$ cat src/rtl/otter_pipe_pkg.sv
// Shared pipeline types for the OTTER core: scoreboard entries, forwarding selections
// and the base opcode map used by decode to derive de_is_load / de_reg_write.
package otter_pipe_pkg;

    // Register addresses are zero-extended into a fixed-width field so the struct stays
    // parameter-free; RA_W of the instantiating block must not exceed RA_MAX.
    localparam int RA_MAX = 8;
    localparam int IDX_W  = 3;

    typedef struct packed {
        logic              valid;
        logic [RA_MAX-1:0] rd;
        logic              is_load;
    } sb_entry_t;

    typedef struct packed {
        logic             hit;
        logic             available;
        logic [IDX_W-1:0] index;
    } fwd_sel_t;

    typedef enum logic [6:0] {
        OP_LUI    = 7'b0110111,
        OP_AUIPC  = 7'b0010111,
        OP_JAL    = 7'b1101111,
        OP_JALR   = 7'b1100111,
        OP_BRANCH = 7'b1100011,
        OP_LOAD   = 7'b0000011,
        OP_STORE  = 7'b0100011,
        OP_IMM    = 7'b0010011,
        OP_REG    = 7'b0110011,
        OP_SYSTEM = 7'b1110011
    } opcode_t;

    function automatic logic opIsLoad(input opcode_t op);
        return op == OP_LOAD;
    endfunction

    function automatic logic opWritesRd(input opcode_t op);
        case (op)
            OP_LUI, OP_AUIPC, OP_JAL, OP_JALR,
            OP_LOAD, OP_IMM, OP_REG, OP_SYSTEM: return 1'b1;
            default:                            return 1'b0;
        endcase
    endfunction

    function automatic logic opReadsRs1(input opcode_t op);
        case (op)
            OP_JALR, OP_BRANCH, OP_LOAD, OP_STORE,
            OP_IMM, OP_REG, OP_SYSTEM: return 1'b1;
            default:                   return 1'b0;
        endcase
    endfunction

    function automatic logic opReadsRs2(input opcode_t op);
        case (op)
            OP_BRANCH, OP_STORE, OP_REG: return 1'b1;
            default:                     return 1'b0;
        endcase
    endfunction

endpackage

$ cat src/rtl/otter_fwd_select.sv
// Priority match of one source operand against the in-flight scoreboard; the youngest
// (lowest-index) matching entry wins.
module otter_fwd_select
    import otter_pipe_pkg::*;
#(
    parameter int DEPTH      = 3,
    parameter int RA_W       = 5,
    parameter int LOAD_STAGE = 2
) (
    input  sb_entry_t [DEPTH-1:0] sb_i,
    input  logic [RA_W-1:0]       rs_addr_i,
    input  logic                  rs_used_i,
    output fwd_sel_t              sel_o
);

    logic [RA_MAX-1:0] rsExt;

    assign rsExt = RA_MAX'(rs_addr_i);

    // Scanning oldest to youngest lets the youngest match overwrite older ones.
    always_comb begin
        sel_o = '0;
        for (int i = DEPTH - 1; i >= 0; i--) begin
            if (sb_i[i].valid && rs_used_i && (rsExt != '0) && (sb_i[i].rd == rsExt)) begin
                sel_o.hit       = 1'b1;
                sel_o.available = !sb_i[i].is_load || (i >= LOAD_STAGE);
                sel_o.index     = IDX_W'(i);
            end
        end
    end

endmodule

$ cat src/rtl/otter_hazard_ctrl.sv
// Hazard, forwarding and flush controller beside decode: tracks in-flight destinations,
// picks bypass sources, raises load-use stalls, redirect flushes and memory freezes.
module otter_hazard_ctrl
    import otter_pipe_pkg::*;
#(
    parameter int XLEN       = 32,
    parameter int RA_W       = 5,
    parameter int DEPTH      = 3,
    parameter int LOAD_STAGE = 2,
    parameter int CNT_W      = 32
) (
    input  logic                  CLK,
    input  logic                  RST,
    input  logic                  de_valid,
    input  logic [RA_W-1:0]       de_rs1_addr,
    input  logic [RA_W-1:0]       de_rs2_addr,
    input  logic                  de_rs1_used,
    input  logic                  de_rs2_used,
    input  logic [RA_W-1:0]       de_rd_addr,
    input  logic                  de_reg_write,
    input  logic                  de_is_load,
    input  logic [XLEN-1:0]       de_rs1_rf,
    input  logic [XLEN-1:0]       de_rs2_rf,
    input  logic [DEPTH*XLEN-1:0] st_result,
    input  logic                  ex_redirect,
    input  logic                  mem_ready,
    output logic [XLEN-1:0]       rs1_val,
    output logic [XLEN-1:0]       rs2_val,
    output logic                  stall,
    output logic                  freeze,
    output logic                  flush_if,
    output logic                  flush_de,
    output logic [CNT_W-1:0]      stall_cnt,
    output logic [CNT_W-1:0]      flush_cnt
);

    sb_entry_t [DEPTH-1:0] sb_q, sb_d;
    logic [CNT_W-1:0]      stallCnt_q, stallCnt_d;
    logic [CNT_W-1:0]      flushCnt_q, flushCnt_d;
    fwd_sel_t              sel1, sel2;
    logic                  loadUse;

    otter_fwd_select #(
        .DEPTH      (DEPTH),
        .RA_W       (RA_W),
        .LOAD_STAGE (LOAD_STAGE)
    ) u_sel_rs1 (
        .sb_i      (sb_q),
        .rs_addr_i (de_rs1_addr),
        .rs_used_i (de_rs1_used),
        .sel_o     (sel1)
    );

    otter_fwd_select #(
        .DEPTH      (DEPTH),
        .RA_W       (RA_W),
        .LOAD_STAGE (LOAD_STAGE)
    ) u_sel_rs2 (
        .sb_i      (sb_q),
        .rs_addr_i (de_rs2_addr),
        .rs_used_i (de_rs2_used),
        .sel_o     (sel2)
    );

    // An unavailable youngest match means the load data is not yet in st_result.
    assign loadUse = de_valid && ((sel1.hit && !sel1.available) ||
                                  (sel2.hit && !sel2.available));

    always_comb begin
        rs1_val = de_rs1_rf;
        rs2_val = de_rs2_rf;
        if (sel1.hit && sel1.available) begin
            rs1_val = st_result[int'(sel1.index)*XLEN +: XLEN];
        end
        if (sel2.hit && sel2.available) begin
            rs2_val = st_result[int'(sel2.index)*XLEN +: XLEN];
        end
    end

    // A frozen cycle never flushes: EX keeps the redirect until memory releases.
    always_comb begin
        freeze   = 1'b0;
        stall    = 1'b0;
        flush_if = 1'b0;
        flush_de = 1'b0;
        if (!RST) begin
            if (!mem_ready) begin
                freeze = 1'b1;
                stall  = 1'b1;
            end else if (ex_redirect) begin
                flush_if = 1'b1;
                flush_de = 1'b1;
            end else if (loadUse) begin
                stall = 1'b1;
            end
        end
    end

    always_comb begin
        sb_d = sb_q;
        if (!freeze) begin
            for (int i = DEPTH - 1; i >= 1; i--) begin
                sb_d[i] = sb_q[i-1];
            end
            if (ex_redirect || loadUse) begin
                sb_d[0] = '0;
            end else begin
                sb_d[0].valid   = de_valid & de_reg_write;
                sb_d[0].rd      = RA_MAX'(de_rd_addr);
                sb_d[0].is_load = de_is_load;
            end
        end
    end

    always_comb begin
        stallCnt_d = stallCnt_q;
        flushCnt_d = flushCnt_q;
        if (stall && (stallCnt_q != '1)) begin
            stallCnt_d = stallCnt_q + CNT_W'(1);
        end
        if (flush_de && (flushCnt_q != '1)) begin
            flushCnt_d = flushCnt_q + CNT_W'(1);
        end
    end

    always_ff @(posedge CLK) begin
        if (RST) begin
            sb_q       <= '0;
            stallCnt_q <= '0;
            flushCnt_q <= '0;
        end else begin
            sb_q       <= sb_d;
            stallCnt_q <= stallCnt_d;
            flushCnt_q <= flushCnt_d;
        end
    end

    assign stall_cnt = stallCnt_q;
    assign flush_cnt = flushCnt_q;

endmodule

$ cat config.mk
export PLATFORM = sky130hd
export DESIGN_NAME = otter_hazard_ctrl
export DESIGN_NICKNAME = d
export VERILOG_FILES = /design/src/rtl/otter_pipe_pkg.sv /design/src/rtl/otter_fwd_select.sv /design/src/rtl/otter_hazard_ctrl.sv
export SDC_FILE = /design/constraint.sdc
export NUM_CORES = 1
export LEC_CHECK = 0
export ABC_AREA = 0
export BUFFER_PORTS_ARGS = -buffer_cell sky130_fd_sc_hd__buf_4
export CORE_AREA = 2 2 124 126
export CTS_CLUSTER_DIAMETER = 80
export DETAILED_ROUTE_END_ITERATION = 8
export DIE_AREA = 0 0 126 128
export PLACE_DENSITY = 0.81
export SYNTH_ARGS = -nofsm -noshare
export SYNTH_HDL_FRONTEND = slang
export SYNTH_SLANG_ARGS = --single-unit
$ cat constraint.sdc
create_clock -name CLK -period 3.98 [get_ports CLK]
set_input_delay 0.796 -clock CLK [delete_from_list [all_inputs] [get_ports CLK]]
set_output_delay 0.796 -clock CLK [all_outputs]
set_load 0.02 [all_outputs]
# == Yosys cells after proc, flatten, opt, wreduce, memory -nomap -nowiden ==
# Cells that the tools add are included.
# op_classes
add_sub_neg,2
n_eq_ne,8
shifts,2
muxes,18
n_bitwise,1
reduce_logical,33
# ops
op,n
$shiftx A96 B9 Y32,2
$add A32 B1 Y32 const B,2
$mux W32,2
$ne A32 B32 Y1 const B,2
$eq A8 B5 Y1,6
$mux W5,6
$logic_and A1 B1 Y1,25
$reduce_bool A8 Y1,2
$mux W10,1
$mux W1,9
$logic_not A1 Y1,4
$logic_or A1 B1 Y1,2
$and A1 B1 Y1,1
# word_totals
regBits,93
inputBits,184
out_inout_bits,132
elab_cells,74

# == Longest topological paths before layout ==
# Gate-level depths: netlist of the first run.
# depth
word_depth,15
depth_mapped,10
depth_no_buf,8

# == Hierarchy ==
# A second synthesis of the first run with hierarchy kept.
# unflattened
cells_unflattened,865
hier_area_um2,6685.2
# by_module_without_submodules
mod,instances,cells_per_inst,area_per_inst_um2,seq_area_each_um2
otter_hazard_ctrl,1,797,6137.1,1701.6
otter_fwd_select at u_sel_rs1,1,34,276.5,0.0
otter_fwd_select at u_sel_rs2,1,34,271.5,0.0

# == Worst setup path before layout of the first run ==
# OpenSTA, ideal clock, no wires.
# synth_path
path_kind,input port to output port
start,in de_rs1_addr[0]
end,out rs1_val[10]
arrival_ps,2843
required_time_ps,3184
slack_ps,341
cell_stages,8
n_path_buf,1
path_cell_list,or4_1 -> o21ai_2 -> nand4b_2 -> mux2i_1 -> nor2_1 -> a21oi_1 -> buf_2 -> mux2_2
# synth_between
elab_chain_len,8
elab_cells_between_ends,16
cone_classes,eq/ne (3); shift (1); mux (4); reduce/logical (8)
# synth_rtl
element,line,text
"start, declared",otter_hazard_ctrl.sv:15,"input logic [RA_W-1:0] de_rs1_addr,"
$reduce_bool A8 Y1,otter_fwd_select.sv:24,if (sb_i[i].valid && rs_used_i && (rsExt != '0) && (sb_i[i].rd == rsExt)) begin
$logic_and A1 B1 Y1 (2 in a row),otter_fwd_select.sv:24,
$mux W5 (2 in a row),otter_fwd_select.sv:24,
$mux W5 (*),otter_fwd_select.sv:24,
$shiftx A96 B9 Y32 or $logic_and A1 B1 Y1 (tied branches),"otter_hazard_ctrl.sv:73, otter_hazard_ctrl.sv:72",
$mux W32 (*),otter_hazard_ctrl.sv:72,if (sel1.hit && sel1.available) begin
"end, declared",otter_hazard_ctrl.sv:27,"output logic [XLEN-1:0] rs1_val,"
# Every way passes the cells marked *; elsewhere a longest branch is shown, timed or not.

# == Final worst setup path of the first run ==
# layout_path
start,in de_rs1_addr[3]
end,out rs1_val[8]
# Same word-level chain as after synthesis.

==> results.sh, run 1 <==
export IMPL_cts_sinks=84
export IMPL_rows=45
export IMPL_diodes=0
export IMPL_status="complete, no violations"
export IMPL_io_buffers=315
export IMPL_max_freq_mhz=255
export IMPL_via_count=7158
export IMPL_clk_pin_slew_ns=0.07
export IMPL_antenna_found_initial=3
export IMPL_irDropWorstVdd_mv=0.273
export IMPL_cts_path_max_buffers=2
export IMPL_clkLatencyLatePin_ns=0.34
export IMPL_regToRegStartpoint="sb_q[2]$_SDFFE_PP0N_"
export IMPL_fin_skew_ns=0.0129
export IMPL_cap_viol_max_count=0
export IMPL_period_share_pct=98.5
export IMPL_overflow=0
export IMPL_synth_main_ff_cell="dfxtp_1"
export IMPL_cts_buffers=9
export IMPL_hpwl_mm=17.6
export IMPL_die_w_um=126
export IMPL_power_total_uw=2190
export IMPL_dieHeight_um=128
export IMPL_drc=0
export IMPL_yosysSeqAreaShare_pct=26.0
export IMPL_layout_commonest_cell="buf_4"
export IMPL_async_flop_share_pct=0
export IMPL_cp_top_family="simple AND/OR/NAND/NOR gates"
export IMPL_slew_headroom_pct=48.1
export IMPL_drive_gt1_share_pct=41.3
export IMPL_final_cell_mix="329 x buf_4, 116 x nor2_1, 96 x a21oi_1"
export IMPL_cpMaxStageDelayCell="or4_4"
export IMPL_fillers=1287
export IMPL_crit_type="input pin to output pin"
export IMPL_cp_num_cells=12
export IMPL_max_stage_delay_ns=0.53
export IMPL_wl_mm=23.3
export IMPL_wl_per_cell_um=18.3
export IMPL_synth_edf_count=0
export IMPL_grt_pass1_wl_mm=34.7
export IMPL_worstReg2RegEnd="stall_cnt[21]$_SDFFE_PP0P_"
export IMPL_max_slew_worst_pin_slew_ns=0.773
export IMPL_syn_nets=969
export IMPL_worst_endpoint_arrival_ns=3.12
export IMPL_crit_required_ns=3.18
export IMPL_drtIter0Drc=430
export IMPL_multiInputGateArea_mm2=0.00452
export IMPL_seq_area_mm2=0.00168
export IMPL_grt_max_degree=65
export IMPL_endpoint="rs1_val[8]"
export IMPL_ff2ff_setup_slack_ns=1.30
export IMPL_ant_nets=0
export IMPL_synth_distinct_cells=56
export IMPL_critical_path_most_common_cell="buf_4"
export IMPL_yosys_warnings=0
export IMPL_cp_end_kind="output pin"
export IMPL_drt_pre_antenna_iters=4
export IMPL_cts_root_buf="clkbuf_16"
export IMPL_vias_per_cell=5.61
export IMPL_cts_max_level=3
export IMPL_path_buf_inv=5
export IMPL_first_global_vias=6755
export IMPL_gp_congestion=0.969
export IMPL_initial_core_util_pct=43.5
export IMPL_power_density_mw_per_mm2=230
export IMPL_placedInstanceArea_mm2=0.00909
export IMPL_pin_count=316
export IMPL_syn_area_per_cell_um2=8.26
export IMPL_hold_violations=0
export IMPL_min_path_type="flop to flop"
export IMPL_fin_area_mm2=0.00953
export IMPL_gr_usage_all_layers_pct=26.4
export IMPL_setup_worst_path_start_class="input pin"
export IMPL_cts_tree="built"
export IMPL_syn_inst=783
export IMPL_period_minus_slack_ns=3.92
export IMPL_num_nets_final=1269
export IMPL_power_leakage_uw=0.00392
export IMPL_core_mm2=0.0149
export IMPL_slew_violations=0
export IMPL_startpoint="de_rs1_addr[3]"
export IMPL_syn_to_final_growth_pct=47.3
export IMPL_crit_fanout=8
export IMPL_dieArea_mm2=0.0161
export IMPL_setup_viol=0
export IMPL_path_cells="buf_4, or4_4, o21ai_2, nand4b_4, buf_6, mux2i_1, nor2_1, a21oi_4, buf_12, clkbuf_16, mux2_2, buf_4"
export IMPL_synth_area_mm2=0.00647
export IMPL_reg2reg_depth=8
export IMPL_ys_ff_latch=84
==> flip-flops by register name, summed over array words and instances (netlist names) <==
register and count:
stall_cnt 32, sb_q 20, flush_cnt 32
==> kinds of logic (layout without fill, tap and decap cells) <==
kind of cell             after synthesis  after routing  synth area share (%)
adder cells (fa/ha/maj)                2              2                 0.387
XOR/XNOR                              56             56                  7.58
multiplexers                         144            144                  23.6
buffers and inverters                 62            367                  5.20
flip-flops                            84             84                  26.0
AND/OR/NAND/NOR                      276            276                  21.7
AO/OA/AOI/OAI                        159            159                  15.5
==> worst min path at each step <==
stage,startpoint,end,slack [ns],cells past startpoint
after floorplan,sb_q[29]$_SDFFE_PP0N_,sb_q[29]$_SDFFE_PP0N_,0.48,2
after global placement,stall_cnt[8]$_SDFFE_PP0P_,stall_cnt[8]$_SDFFE_PP0P_,0.48,2
after detailed placement,stall_cnt[22]$_SDFFE_PP0P_,stall_cnt[22]$_SDFFE_PP0P_,0.48,2
after CTS,stall_cnt[22]$_SDFFE_PP0P_,stall_cnt[22]$_SDFFE_PP0P_,0.49,2
after global routing,stall_cnt[20]$_SDFFE_PP0P_,stall_cnt[20]$_SDFFE_PP0P_,0.53,2
final,stall_cnt[22]$_SDFFE_PP0P_,stall_cnt[22]$_SDFFE_PP0P_,0.50,2
==> cell usage after synthesis (all sizes together) (3+ instances only) <==
cell type  count  area share (%)
a21oi         98             7.6
a32o           6            0.93
and2           5            0.48
and3          15             1.5
and4           5            0.68
buf           32             3.5
clkbuf        22             1.3
dfxtp         84              26
inv            8            0.46
mux2          65              11
mux2i         79              12
nand2         23             1.3
nand3         30             2.3
nand4         20             1.9
nor2         119             6.9
nor2b          5            0.48
nor3           8            0.77
nor4           3            0.29
o21ai         13             1.2
o311ai         4            0.54
o31ai         23             2.7
o41ai          3            0.41
or2            3            0.29
or3            8            0.77
or4           24             2.8
xnor2         35             4.7
xor2          21             2.8
==> final cells by class <==
cell class	instances	share of cell area [%]
multi-input combinational	637	47.4
timing repair buffer	343	28.8
sequential	84	17.6
clock buffer	11	2.65
tap	188	2.47
clock inverter	5	0.683
inverter	8	0.315
==> repair_timing <==
action,4_1_cts,5_1_grt
hold endpoints to repair,0,0
setup buffers,0,2
gates resized for setup,0,7
endpoints found under the setup margin,0,33
hold buffers,0,0
==> metrics by stage <==
step / instances / setup WS, ns / setup TNS [ns] / hold slack, ns / util, %
global placement: 1255 / 0.0555 / 0 / 0.481 / 61.1
detailed placement: 1255 / 0.00720 / 0 / 0.483 / 61.1
finish: 1276 / 0.0598 / 0 / 0.496 / 64.1
CTS: 1271 / 0.00535 / 0 / 0.492 / 63.3
global route: 1276 / -0.0173 / -0.192 / 0.531 / 64.1
floorplan: 783 / 0.341 / 0 / 0.483 / -
==> power by group <==
group / internal [µW] / switching, µW
sequential: 847 / 11.1
clock: 528 / 366
combinational: 242 / 201
==> worst reg2reg max path, delay by kind of cell (launching register included) <==
| kind | cells | cell delay (ns) |
|---|---|---|
| AOI/OAI and AO/OA | 3 | 0.53 |
| xor gates and xnor gates | 1 | 0.16 |
| buffers and inverters | 1 | 0.19 |
| DFF | 1 | 0.43 |
| and+or+nand+nor | 3 | 1.31 |
==> metal layers <==
metal	share of wire, %	global-route usage (%)	vias up	wire length [µm]
li1	-	-	3467	-
met1	41	33.3	3352	9610
met2	48	43.6	287	11200
met3	8.2	7.43	46	1920
met4	2.4	8.60	6	557
met5	0.14	0	-	32
No activity file was read; power rests on OpenSTA's default activity.
==> inputs of run 2 (changes only) <==
- SKIP_LAST_GASP: default -> 1
- clock period: 3.98 -> 4.73 ns (I/O delays scaled with it)
==> results.sh, run 2 (synthesized netlist as in run 1, its figures left out) <==
export IMPL_max_slew_worst_pin_slew_ns=1.23
export IMPL_rsz0062_at_grt="no"
export IMPL_clkLatencyLatePin_ns=0.34
export IMPL_overflow=0
export IMPL_antenna_found_initial=4
export IMPL_pin_count=316
export IMPL_layout_commonest_cell="buf_4"
export IMPL_crit_required_ns=3.78
export IMPL_cts_resized=0
export IMPL_drt_pre_antenna_iters=5
export IMPL_vias_per_cell=5.62
export IMPL_dieHeight_um=128
export IMPL_clk_pin_slew_ns=0.07
export IMPL_hpwl_mm=17.1
export IMPL_cts_sinks=84
export IMPL_grt_pass1_wl_mm=33.6
export IMPL_cts_buffers=9
export IMPL_ant_nets=0
export IMPL_gr_usage_all_layers_pct=25.6
export IMPL_crit_type="input pin to output pin"
export IMPL_fin_setup_tns_ns=0
export IMPL_hold_violations=0
export IMPL_slew_headroom_pct=17.8
export IMPL_period_share_pct=91.7
export IMPL_cts_root_buf="clkbuf_16"
export IMPL_whs_ns=0.498
export IMPL_final_cell_mix="317 x buf_4, 116 x nor2_1, 96 x a21oi_1"
export IMPL_wl_per_cell_um=17.9
export IMPL_setup_worst_path_start_class="input pin"
export IMPL_pwr_share_comb_pct=19.5
export IMPL_min_path_type="flop to flop"
export IMPL_slew_violations=0
export IMPL_worst_endpoint_arrival_ns=3.39
export IMPL_cts_path_max_buffers=2
export IMPL_status="complete, no violations"
export IMPL_via_count=7062
export IMPL_wl_mm=22.5
export IMPL_drc=0
export IMPL_cap_viol_max_count=0
export IMPL_cts_tree="built"
export IMPL_num_nets_final=1249
export IMPL_fin_util_pct=62.4
export IMPL_intPower_uw=1400
export IMPL_grt_max_degree=79
export IMPL_die_w_um=126
export IMPL_switchingPower_uw=485
export IMPL_power_density_mw_per_mm2=203
export IMPL_netSwitchingFraction_pct=25.8
export IMPL_final_cells=1257
export IMPL_drtIter0Drc=472
export IMPL_power_leakage_uw=0.00377
export IMPL_setup_viol=0
export IMPL_gp_congestion=0.910
export IMPL_seq_power_share_pct=38.4
export IMPL_irDropWorstVdd_mv=0.243
export IMPL_cts_setup_buffers=0
export IMPL_io_buffers=315
export IMPL_dpl_cell_count=1240
export IMPL_initial_core_util_pct=43.5
export IMPL_core_mm2=0.0149
export IMPL_p_clk_share_pct=42.1
export IMPL_cts_max_level=3
export IMPL_first_global_vias=6422
export IMPL_period_minus_slack_ns=4.34
export IMPL_crit_fanout=32
export IMPL_cts_hold_buf=0
export IMPL_max_freq_mhz=230
export IMPL_syn_to_final_growth_pct=43.3
export IMPL_cp_end_kind="output pin"
export IMPL_fin_skew_ns=0.00635
export IMPL_dieArea_mm2=0.0161
export IMPL_rows=45
export IMPL_drive_gt1_share_pct=39.9
run 2: layout make-up:
class	count	area [µm²]
diodes	1	2.50
clock buffers	10	239
clock inverters	6	93.8
fillers	1289	5590
inverters	8	30.0
multi-input cells	637	4490
flip-flops and latches	84	1680
well taps	188	235
repair buffers	323	2500
run 2: metrics by stage:
stage | power, µW | cell area [µm²] | worst slack (ns)
floorplan | 900 | 6470 | 0.791
global placement | 1100 | 8940 | 0.463
detailed placement | 1100 | 8940 | 0.419
CTS | 1890 | 9270 | 0.415
global route | 1950 | 9270 | 0.297
finish | 1880 | 9270 | 0.391
run 2: metal layers:
metal	share of wire, %	global-route usage (%)	routed length, µm
met1	41	32.5	9320
met2	49	43.5	11000
met3	8.3	7.60	1870
met4	1.1	4.85	247
met5	0.16	0	37
run 2: power by group through the flow:
stage | Combinational [µW] | Clock [µW] | Sequential [µW]
floorplan | 162 | 0 | 738
global placement | 358 | 0 | 738
detailed placement | 363 | 0 | 738
CTS | 365 | 806 | 722
global route | 391 | 835 | 723
finish | 367 | 792 | 722
run 2: path summary, 6_finish.rpt:
path / to / start / slack, ns / cells after the start
max: rs1_val[3] / de_rs1_addr[0] / 0.39 / 11
min: stall_cnt[22]$_SDFFE_PP0P_ / stall_cnt[22]$_SDFFE_PP0P_ / 0.50 / 2
max reg2reg: stall_cnt[12]$_SDFFE_PP0P_ / stall_cnt[6]$_SDFFE_PP0P_ / 1.66 / 7
min reg2reg: stall_cnt[22]$_SDFFE_PP0P_ / stall_cnt[22]$_SDFFE_PP0P_ / 0.50 / 2
run 2: worst max-delay path, stage by stage:
cell,delay [ns]
buf_4,0.13
or4_1,0.58
o21ai_2,0.19
nand4b_2,0.16
buf_4,0.16
mux2i_1,0.19
nor2_1,0.08
a21oi_4,0.17
buf_12,0.23
mux2_2,0.38
buf_4,0.16
